$ cat config.mk
export PLATFORM = sky130hd
export DESIGN_NAME = uart_tx_engine
export DESIGN_NICKNAME = d
export VERILOG_FILES = /design/src/rtl/uart_pkg.sv /design/src/rtl/uart_baud_cnt.sv /design/src/rtl/uart_tx_engine.sv
export SDC_FILE = /design/constraint.sdc
export NUM_CORES = 1
export LEC_CHECK = 0
export BUFFER_PORTS_ARGS = -buffer_cell sky130_fd_sc_hd__buf_2
export CORE_MARGIN = 2
export CORE_UTILIZATION = 42
export CTS_CLUSTER_DIAMETER = 40
export DETAILED_ROUTE_END_ITERATION = 8
export GPL_TIMING_DRIVEN = 0
export PLACE_DENSITY = 0.61
export SLEW_MARGIN = 20
export SYNTH_ARGS = -nofsm -noshare
export SYNTH_HDL_FRONTEND = slang
export SYNTH_SLANG_ARGS = --single-unit
$ cat constraint.sdc
create_clock -name clk -period 3.47 [get_ports clk]
set_clock_uncertainty 0.05 [all_clocks]
set_input_delay 0.694 -clock clk [delete_from_list [all_inputs] [get_ports clk]]
set_output_delay 0.694 -clock clk [all_outputs]
set_load 0.01 [all_outputs]
$ cat src/rtl/uart_pkg.sv
// uart_pkg: shared types and constants for the UART transmit path.
//   tx_state_e          serialiser FSM state encoding
//   UART_IDLE_LVL       line level while no frame is being sent
//   UART_MAX_DATA_BITS  width of the FIFO data word
package uart_pkg;

   typedef enum logic [2:0] {
      IDLE,
      START,
      DATA,
      PARITY,
      STOP
   } tx_state_e;

   localparam logic UART_IDLE_LVL      = 1'b1;
   localparam int   UART_MAX_DATA_BITS = 8;

endpackage

$ cat src/rtl/uart_baud_cnt.sv
// uart_baud_cnt: bit-period down-counter for the UART serialiser.
// Ports:
//   clk      clock
//   rst      synchronous active-high reset, clears the count
//   load     reload with div-1 (start of a new bit period)
//   div      cycles per bit, must be >= 1 when load is asserted
//   bit_end  high while the count is 0, i.e. in the last cycle of a bit
module uart_baud_cnt #(
   parameter int DIV_W = 16
) (
   input  logic             clk,
   input  logic             rst,
   input  logic             load,
   input  logic [DIV_W-1:0] div,
   output logic             bit_end
);

   logic [DIV_W-1:0] count;

   always_ff @(posedge clk) begin
      if (rst)
         count <= '0;
      else if (load)
         count <= div - DIV_W'(1);
      else if (count != '0)
         count <= count - DIV_W'(1);
   end

   assign bit_end = (count == '0);

endmodule

$ cat src/rtl/uart_tx_engine.sv
// uart_tx_engine: pops bytes from a first-word-fall-through TX FIFO and
// serialises them as start, LSB-first data, optional parity and stop bits.
// Optional feature macro: UART_TX_PARITY_EN adds a parity bit after the data.
// Ports:
//   clk, rst        clock, synchronous active-high reset
//   tx_en           new frames start only while high
//   baud_div        clk cycles per bit (0 behaves as 1), sampled per frame
//   cfg_parity_odd  1 = odd, 0 = even parity, sampled per frame
//   fifo_empty      FIFO empty flag
//   fifo_data       FIFO head byte, valid while !fifo_empty
//   fifo_rd         one-cycle pop strobe
//   uart_txd        serial line, idle high
//   tx_busy         high from the pop cycle through the last stop cycle
//   tx_done         pulse in the last cycle of each frame
//
// state  | meaning
// IDLE   | line idle, waiting for tx_en and a byte
// START  | driving the start bit (0)
// DATA   | driving data bit bit_idx, LSB first
// PARITY | driving the parity bit (parity builds only)
// STOP   | driving stop bit bit_idx, may chain straight into START
module uart_tx_engine
   import uart_pkg::*;
#(
   parameter int DATA_BITS = 8,
   parameter int STOP_BITS = 1,
   parameter int DIV_W     = 16
) (
   input  logic                          clk,
   input  logic                          rst,
   input  logic                          tx_en,
   input  logic [DIV_W-1:0]              baud_div,
   input  logic                          cfg_parity_odd,
   input  logic                          fifo_empty,
   input  logic [UART_MAX_DATA_BITS-1:0] fifo_data,
   output logic                          fifo_rd,
   output logic                          uart_txd,
   output logic                          tx_busy,
   output logic                          tx_done
);

   tx_state_e            state_q, state_d;
   logic [DATA_BITS-1:0] shift_q;
   logic [2:0]           bit_idx_q;
   logic [DIV_W-1:0]     div_q;
   logic [DIV_W-1:0]     div_eff;
   logic [DIV_W-1:0]     cnt_div;
   logic                 can_pop;
   logic                 pop;
   logic                 cnt_load;
   logic                 bit_end;

`ifdef UART_TX_PARITY_EN
   logic                 par_q;
`else
   logic                 unused_cfg_parity_odd;
   assign unused_cfg_parity_odd = cfg_parity_odd;
`endif

   assign div_eff = (baud_div == '0) ? DIV_W'(1) : baud_div;
   // rst gates the pop so the FIFO is never touched during reset
   assign can_pop = tx_en && !fifo_empty && !rst;
   // a pop reloads the counter in the same cycle, before div_q is updated
   assign cnt_div = pop ? div_eff : div_q;

   uart_baud_cnt #(.DIV_W(DIV_W)) u_baud_cnt (
      .clk     (clk),
      .rst     (rst),
      .load    (cnt_load),
      .div     (cnt_div),
      .bit_end (bit_end)
   );

   always_ff @(posedge clk) begin
      if (rst) begin
         state_q   <= IDLE;
         shift_q   <= '0;
         bit_idx_q <= '0;
         div_q     <= '0;
`ifdef UART_TX_PARITY_EN
         par_q     <= 1'b0;
`endif
      end else begin
         state_q <= state_d;
         if (pop) begin
            shift_q <= fifo_data[DATA_BITS-1:0];
            div_q   <= div_eff;
`ifdef UART_TX_PARITY_EN
            par_q   <= (^fifo_data[DATA_BITS-1:0]) ^ cfg_parity_odd;
`endif
         end else if (state_q == DATA && bit_end) begin
            shift_q <= shift_q >> 1;
         end
         // bit_idx counts bits within DATA and within STOP; any state change restarts it
         if (cnt_load)
            bit_idx_q <= (state_d == state_q) ? bit_idx_q + 3'd1 : 3'd0;
      end
   end

   always_comb begin
      state_d  = state_q;
      pop      = 1'b0;
      cnt_load = 1'b0;
      uart_txd = UART_IDLE_LVL;
      tx_busy  = 1'b1;
      tx_done  = 1'b0;
      unique case (state_q)
         IDLE: begin
            tx_busy = can_pop;
            if (can_pop) begin
               pop      = 1'b1;
               cnt_load = 1'b1;
               state_d  = START;
            end
         end
         START: begin
            uart_txd = 1'b0;
            if (bit_end) begin
               cnt_load = 1'b1;
               state_d  = DATA;
            end
         end
         DATA: begin
            uart_txd = shift_q[0];
            if (bit_end) begin
               cnt_load = 1'b1;
               if (bit_idx_q == 3'(DATA_BITS - 1)) begin
`ifdef UART_TX_PARITY_EN
                  state_d = PARITY;
`else
                  state_d = STOP;
`endif
               end
            end
         end
`ifdef UART_TX_PARITY_EN
         PARITY: begin
            uart_txd = par_q;
            if (bit_end) begin
               cnt_load = 1'b1;
               state_d  = STOP;
            end
         end
`endif
         STOP: begin
            uart_txd = 1'b1;
            if (bit_end) begin
               if (bit_idx_q == 3'(STOP_BITS - 1)) begin
                  tx_done = 1'b1;
                  if (can_pop) begin
                     pop      = 1'b1;
                     cnt_load = 1'b1;
                     state_d  = START;
                  end else begin
                     state_d  = IDLE;
                  end
               end else begin
                  cnt_load = 1'b1;
               end
            end
         end
         default: begin
            tx_busy = 1'b0;
            state_d = IDLE;
         end
      endcase
      fifo_rd = pop;
   end

endmodule

==> impl_metrics.py, run 1 <==
metrics = {
    "status": {
        "status": "finished, final reports clean",
    },
    "clock_network": {
        "insertion_delay_ps": 290,
        "clk_path_buf_depth": 2,
        "cts_buffers": 5,
        "clock_sinks": 46,
        "cts.root.buffer_cell": "clkbuf_8",
        "htree_levels": 2,
        "tritoncts": "yes",
        "clk_pin_slew_worst_paths_ps": 80,
        "cts_hold_buffers": 0,
    },
    "routing": {
        "via_count": 2304,
        "drt_iter0_markers": 146,
        "drt.antenna.violating_nets": 0,
        "drt-total-wl_mm": 6.56,
        "detail_route.drc_violations": 0,
        "wl_per_cell_um": 15.8,
        "first_pass_iters": 4,
        "viasPerCell": 5.54,
    },
    "synth": {
        "synth.top_cells.by_count": "nor2_1 (55), dfxtp_1 (46), nand2_1 (21)",
        "mappedNetlistNets": 330,
        "post-synth-top-count-cell": "nor2_1",
        "synth_edf_count": 0,
        "post_synth.cell_area_avg_sq_um": 8.55,
        "synth_top_cell_by_area": "dfxtp_1",
        "postSynth.asyncResetShare": 0,
        "ys_ff_latch": 46,
        "netlist_top_cells_area": "dfxtp_1 (36%), nor2_1 (8.1%), mux2i_1 (7.1%)",
        "post_synth_inst_count": 297,
        "synthesis.yosys.warnings": 0,
        "synth_unique_cells": 56,
        "postSynth.topFlopCell": "dfxtp_1",
        "synth_top_area_share": 0.363,
        "synth.yosys.seq_area_share": 0.363,
        "syn-cell-area_sq_mm": 0.00254,
    },
    "sta": {
        "final.hold.worst_slack_ps": 409,
        "slew_headroom": 0.319,
        "fmax_mhz": 302,
        "final.min_clock_period_ps": 3310,
        "period_share": 0.953,
        "pins_over_their_slew_limit": 0,
        "post-route-worst-setup-slack_ps": 163,
        "timing_hold_violations_final": 0,
        "totalNegativeSetupSlack_ps": 0,
        "timing_worst_slew_pin_value_ps": 1010,
        "count_of_endpoints_failing_setup_in_the_final_report": 0,
    },
    "worst_setup_path": {
        "reg2reg_from": "bit_idx_q[0]$_SDFFE_PP0N_",
        "critPathRequiredTime_ps": 3650,
        "critical_path_class": "input port to register",
        "worst_setup_path_startpoint": "rst",
        "crit_path_start_kind": "input port",
        "crit_arrival_ps": 3480,
        "worst-path-max-fanout": 10,
        "worstSetupEndpointType": "register",
    },
    "final_layout": {
        "finalNonFillerCells": 416,
        "final_layout_size_suffix_gt1_frac": 0.217,
        "multiInputGateArea_sq_mm": 0.00158,
        "finish.net_count": 374,
        "final_util": 0.508,
        "antenna_cells": 0,
        "fillCellCount": 577,
        "register_area_sq_um": 921,
        "area_growth_pct": 17.8,
        "design_area_sq_mm": 0.00299,
    },
    "grt": {
        "grtUsageMet1": 0.249,
        "antenna_found_initial": 0,
        "pin_count_of_the_biggest_net_entering_global_routing": 20,
        "top_usage_layer_grt": "met2",
        "grt.overflow.total": 0,
        "global_route.usage.met2": 0.384,
        "via_count_of_the_first_global_routing_pass": 2228,
        "grt_util_all_layers": 0.210,
        "first_pass_grt_wire_length_mm": 10.6,
        "grt_util_met3": 0.0374,
    },
    "placed_design": {
        "place_hpwl_mm": 5.04,
        "buffer_ports.inserted": 30,
        "numPlacedInstances": 402,
        "routabilityCongestion": 0.873,
        "placement.setup.worst_slack_ps": -635,
        "postPlaceCellArea_sq_mm": 0.00283,
    },
    "die": {
        "floorplan.die.height_um": 81.8,
        "pin_count": 33,
        "initial_utilization": 0.432,
        "floorplan.rows": 28,
        "die_w_um": 81.8,
        "coreArea_sq_mm": 0.00589,
        "die_area_sq_mm": 0.00669,
    },
    "pwr": {
        "power_density_mw_per_mm2": 655,
        "static_leakage_power_nw": 1.11,
        "peakVddDrop_uv": 394,
        "p_total_mw": 1.96,
    },
    "worst_hold_path": {
        "hold_path.class": "register to register",
        "min_from": "shift_q[2]$_SDFFE_PP0P_",
    },
    "job": {
        "max_cap_viol_count": 0,
    },
}
[power breakdown]
group / internal (mW) / switching, mW / total, mW / leakage, nW
clock network: 0.139 / 0.167 / 0.306 / 0.0383
logic: 0.428 / 0.491 / 0.919 / 0.701
registers: 0.626 / 0.109 / 0.735 / 0.376
total: 1.19 / 0.767 / 1.96 / 1.11
[final timing paths]
check | end | slack, ps | depth (start not counted)
setup / recovery | u_baud_cnt.count[14]$_SDFFE_PP0P_ | 160 | 16
hold / removal | shift_q[2]$_SDFFE_PP0P_ | 410 | 2
setup reg to reg | u_baud_cnt.count[14]$_SDFFE_PP0P_ | 200 | 15
hold reg to reg | shift_q[2]$_SDFFE_PP0P_ | 410 | 2
[cells by family after synthesis]
| kind of cell | after synthesis | synth area share |
|---|---|---|
| and+or+nand+nor | 133 | 0.280 |
| AOI/OAI and AO/OA | 60 | 0.166 |
| DFF | 46 | 0.363 |
| muxes | 23 | 0.0975 |
| buffers and inverters | 20 | 0.0360 |
| xor gates and xnor gates | 10 | 0.0345 |
| adders and majority gates | 5 | 0.0236 |
[sequential cells by signal, summed over array words and instances (netlist names)]
signal / flops
bit_idx_q: 3
div_q: 16
shift_q: 8
state_q: 3
u_baud_cnt.count: 16
[final cells by class]
| class | count | share of cell area |
|---|---|---|
| inverters | 4 | 0.00502 |
| well taps | 75 | 0.0314 |
| multi-input cells | 231 | 0.527 |
| repair buffers | 38 | 0.0703 |
| flip-flops and latches | 46 | 0.308 |
| plain buffers | 15 | 0.0330 |
| clock buffers | 7 | 0.0255 |
[metal layers]
metal | vias up | wire length [um]
met3 | 9 | 310
met2 | 46 | 3250
met1 | 1105 | 2900
met4 | 0 | 95
met5 | - | 0
li1 | 1144 | -
[cell usage in the layout (no fill, tap or decap), types with 3 or more instances in the layout]
master    Yosys  layout
nand2b_1      3       3
a22oi_1       8       8
o21ai_0      11      10
clkbuf_1      7       7
buf_2         7      32
nor2_1       55      55
mux2_2        4       4
dfxtp_1      46      46
mux2i_1      18      17
nor4_4        3       4
a31oi_1       4       4
nand3_1       4       4
ha_1          4       3
inv_1         4       4
xnor2_1       8       8
or3_1         4       4
nor3_1        9       9
nor2b_1       7       7
and2_1        3       3
buf_4         0       8
nand2_1      21      21
a21oi_1      20      19
clkbuf_8      0       5
buf_6         1       5
nor4_1        6       6
[worst max-delay path, stage by stage]
cell and delay [ps]:
clkbuf_2 160, nor3b_4 280, nand2_1 140, o31ai_4 360
buf_6 170, buf_6 150, nand2_1 60, o21ai_1 110
nor2_1 70, a21oi_1 210, ha_2 230, o31ai_1 80
a21oi_2 170, nand2_1 100, or3_1 380, a21oi_1 140
[timing repair]
action | 4_1_cts | 5_1_grt
buffers inserted | 5 | 3
gates resized for setup | 2 | 4
pin swaps | 5 | 5
endpoints found under the setup margin | 6 | 5
(Power assumes the default switching activity.)
==> run 2: changes to the inputs <==
==> constraint.sdc (replaced) <==
create_clock -name clk -period 3.47 [get_ports clk]
set_clock_uncertainty 0.05 [all_clocks]
set_input_delay 0.694 -clock clk [delete_from_list [all_inputs] [get_ports clk]]
set_output_delay 0.694 -clock clk [all_outputs]
set_load 0.05 [all_outputs]
==> impl_metrics.py, run 2 (same netlist as run 1, synthesis figures left out) <==
metrics = {
    "status": {
        "status": "finished, final reports clean",
    },
    "worst_setup_path": {
        "critPathRequiredTime_ps": 3650,
        "critical_path.cell_chain": "nor4_4, nand4_4, a211oi_4, or2_4, buf_6, buf_8, buf_6, nand2_1, o21ai_0, ha_2, o31ai_1, a21oi_2, nand2_1, or3_1, a21oi_1",
        "crit_path_start_kind": "register",
        "cp_slowest_cell": "a211oi_4",
        "reg2reg_setup_slack_ps": 160,
        "critPathMaxStageDelay_ps": 410,
        "worstSetupEndpointType": "register",
        "critical_path_class": "register to register",
        "worst-path-max-fanout": 10,
        "crit_arrival_ps": 3490,
    },
    "grt": {
        "first_pass_grt_wire_length_mm": 10.7,
        "via_count_of_the_first_global_routing_pass": 2240,
        "pin_count_of_the_biggest_net_entering_global_routing": 13,
        "antenna_found_initial": 0,
        "grt_util_all_layers": 0.211,
        "grt.overflow.total": 0,
    },
    "routing": {
        "detail_route.drc_violations": 0,
        "first_pass_iters": 4,
        "wl_per_cell_um": 16.0,
        "drt.antenna.violating_nets": 0,
        "drt_iter0_markers": 135,
        "via_count": 2365,
        "viasPerCell": 5.63,
        "drt-total-wl_mm": 6.73,
    },
    "placed_design": {
        "buffer_ports.inserted": 30,
        "numPlacedInstances": 402,
        "placement.setup.worst_slack_ps": -635,
        "routabilityCongestion": 0.873,
        "place_hpwl_mm": 5.04,
    },
    "final_layout": {
        "antenna_cells": 0,
        "finish.net_count": 378,
        "final_util": 0.515,
        "finalNonFillerCells": 420,
        "largest_registers": "div_q: 16 flops, u_baud_cnt.count: 16 flops, shift_q: 8 flops",
        "layout.cells.most_common_list": "nor2_1 (55), dfxtp_1 (45), buf_2 (33)",
        "multiInputGateArea_sq_mm": 0.00158,
        "fillCellCount": 572,
        "area_growth_pct": 19.4,
        "commonest_non_fill_non_tap_cell_in_the_layout": "nor2_1",
        "register_area_sq_um": 922,
        "final_layout_size_suffix_gt1_frac": 0.232,
    },
    "clock_network": {
        "cts_buffers": 5,
        "insertion_delay_ps": 290,
        "htree_levels": 2,
        "clk_path_buf_depth": 2,
        "tritoncts": "yes",
        "clk_pin_slew_worst_paths_ps": 80,
        "cts.root.buffer_cell": "clkbuf_8",
        "clock_sinks": 46,
        "cts_hold_buffers": 0,
    },
    "sta": {
        "pins_over_their_slew_limit": 0,
        "period_share": 0.954,
        "count_of_endpoints_failing_setup_in_the_final_report": 0,
        "totalNegativeSetupSlack_ps": 0,
        "post-route-worst-setup-slack_ps": 158,
        "timing_worst_slew_pin_value_ps": 1030,
        "fmax_mhz": 302,
        "timing_hold_violations_final": 0,
        "final.min_clock_period_ps": 3310,
        "slew_headroom": 0.311,
    },
    "pwr": {
        "peakVddDrop_uv": 391,
        "static_leakage_power_nw": 1.14,
        "power_density_mw_per_mm2": 659,
        "p_total_mw": 2.00,
    },
    "die": {
        "initial_utilization": 0.432,
        "floorplan.rows": 28,
        "die_area_sq_mm": 0.00669,
        "coreArea_sq_mm": 0.00589,
        "pin_count": 33,
        "die_w_um": 81.8,
        "floorplan.die.height_um": 81.8,
    },
    "job": {
        "max_cap_viol_count": 0,
    },
    "worst_hold_path": {
        "hold_path.class": "register to register",
    },
}
run 2: cell types whose count changed in the layout (fill, tap and decap cells not counted), sizes merged:
cell  previous run  this run
buf             46        50
run 2: through the flow:
step / cell area, sq um / hold slack, ps
after global placement: 2830 / 395
final: 3030 / 409
after CTS: 2970 / 410
after floorplan: 2590 / 386
after global routing: 3030 / 416
after detailed placement: 2830 / 399
run 2: metal layers:
layer / up-vias / GRT usage / wire length [um]
met2: 63 / 0.382 / 3310
met1: 1139 / 0.252 / 2950
li1: 1152 / - / -
met4: 0 / 0.0650 / 120
met5: - / 0 / 0
met3: 11 / 0.0385 / 355
run 2: worst max-delay path, delay by kind of cell (launching register included):
family | cells | cell delay, ps
compound gates | 5 | 870
fa+ha+maj | 1 | 210
buf+inv | 3 | 450
flops | 1 | 350
simple gates | 6 | 1300
run 2: final timing paths:
| path | start | end | cells past startpoint |
|---|---|---|---|
| setup / recovery | u_baud_cnt.count[2]$_SDFFE_PP0P_ | u_baud_cnt.count[14]$_SDFFE_PP0P_ | 15 |
| hold / removal | shift_q[2]$_SDFFE_PP0P_ | shift_q[2]$_SDFFE_PP0P_ | 2 |
| setup reg to reg | u_baud_cnt.count[2]$_SDFFE_PP0P_ | u_baud_cnt.count[14]$_SDFFE_PP0P_ | 15 |
| hold reg to reg | shift_q[2]$_SDFFE_PP0P_ | shift_q[2]$_SDFFE_PP0P_ | 2 |
run 2: area by class of cell:
cell class	instances	area share
Buffer	16	0.0380
Multi-Input combinational cell	231	0.520
Tap cell	75	0.0310
Timing Repair Buffer	41	0.0768
Inverter	4	0.00495
Sequential cell	46	0.304
Clock buffer	7	0.0252
run 2: repair_timing:
action	4_1_cts	5_1_grt
resized for setup	4	6
pin swaps	5	7
setup buffers	5	6
endpoints found under the setup margin	6	4
run 2: report_power, final:
part	leakage [nW]	internal (mW)	total, mW	switching, mW
Combinational	0.728	0.442	0.956	0.513
Clock	0.0383	0.139	0.306	0.167
Sequential	0.376	0.627	0.736	0.108
Total	1.14	1.21	2.00	0.788
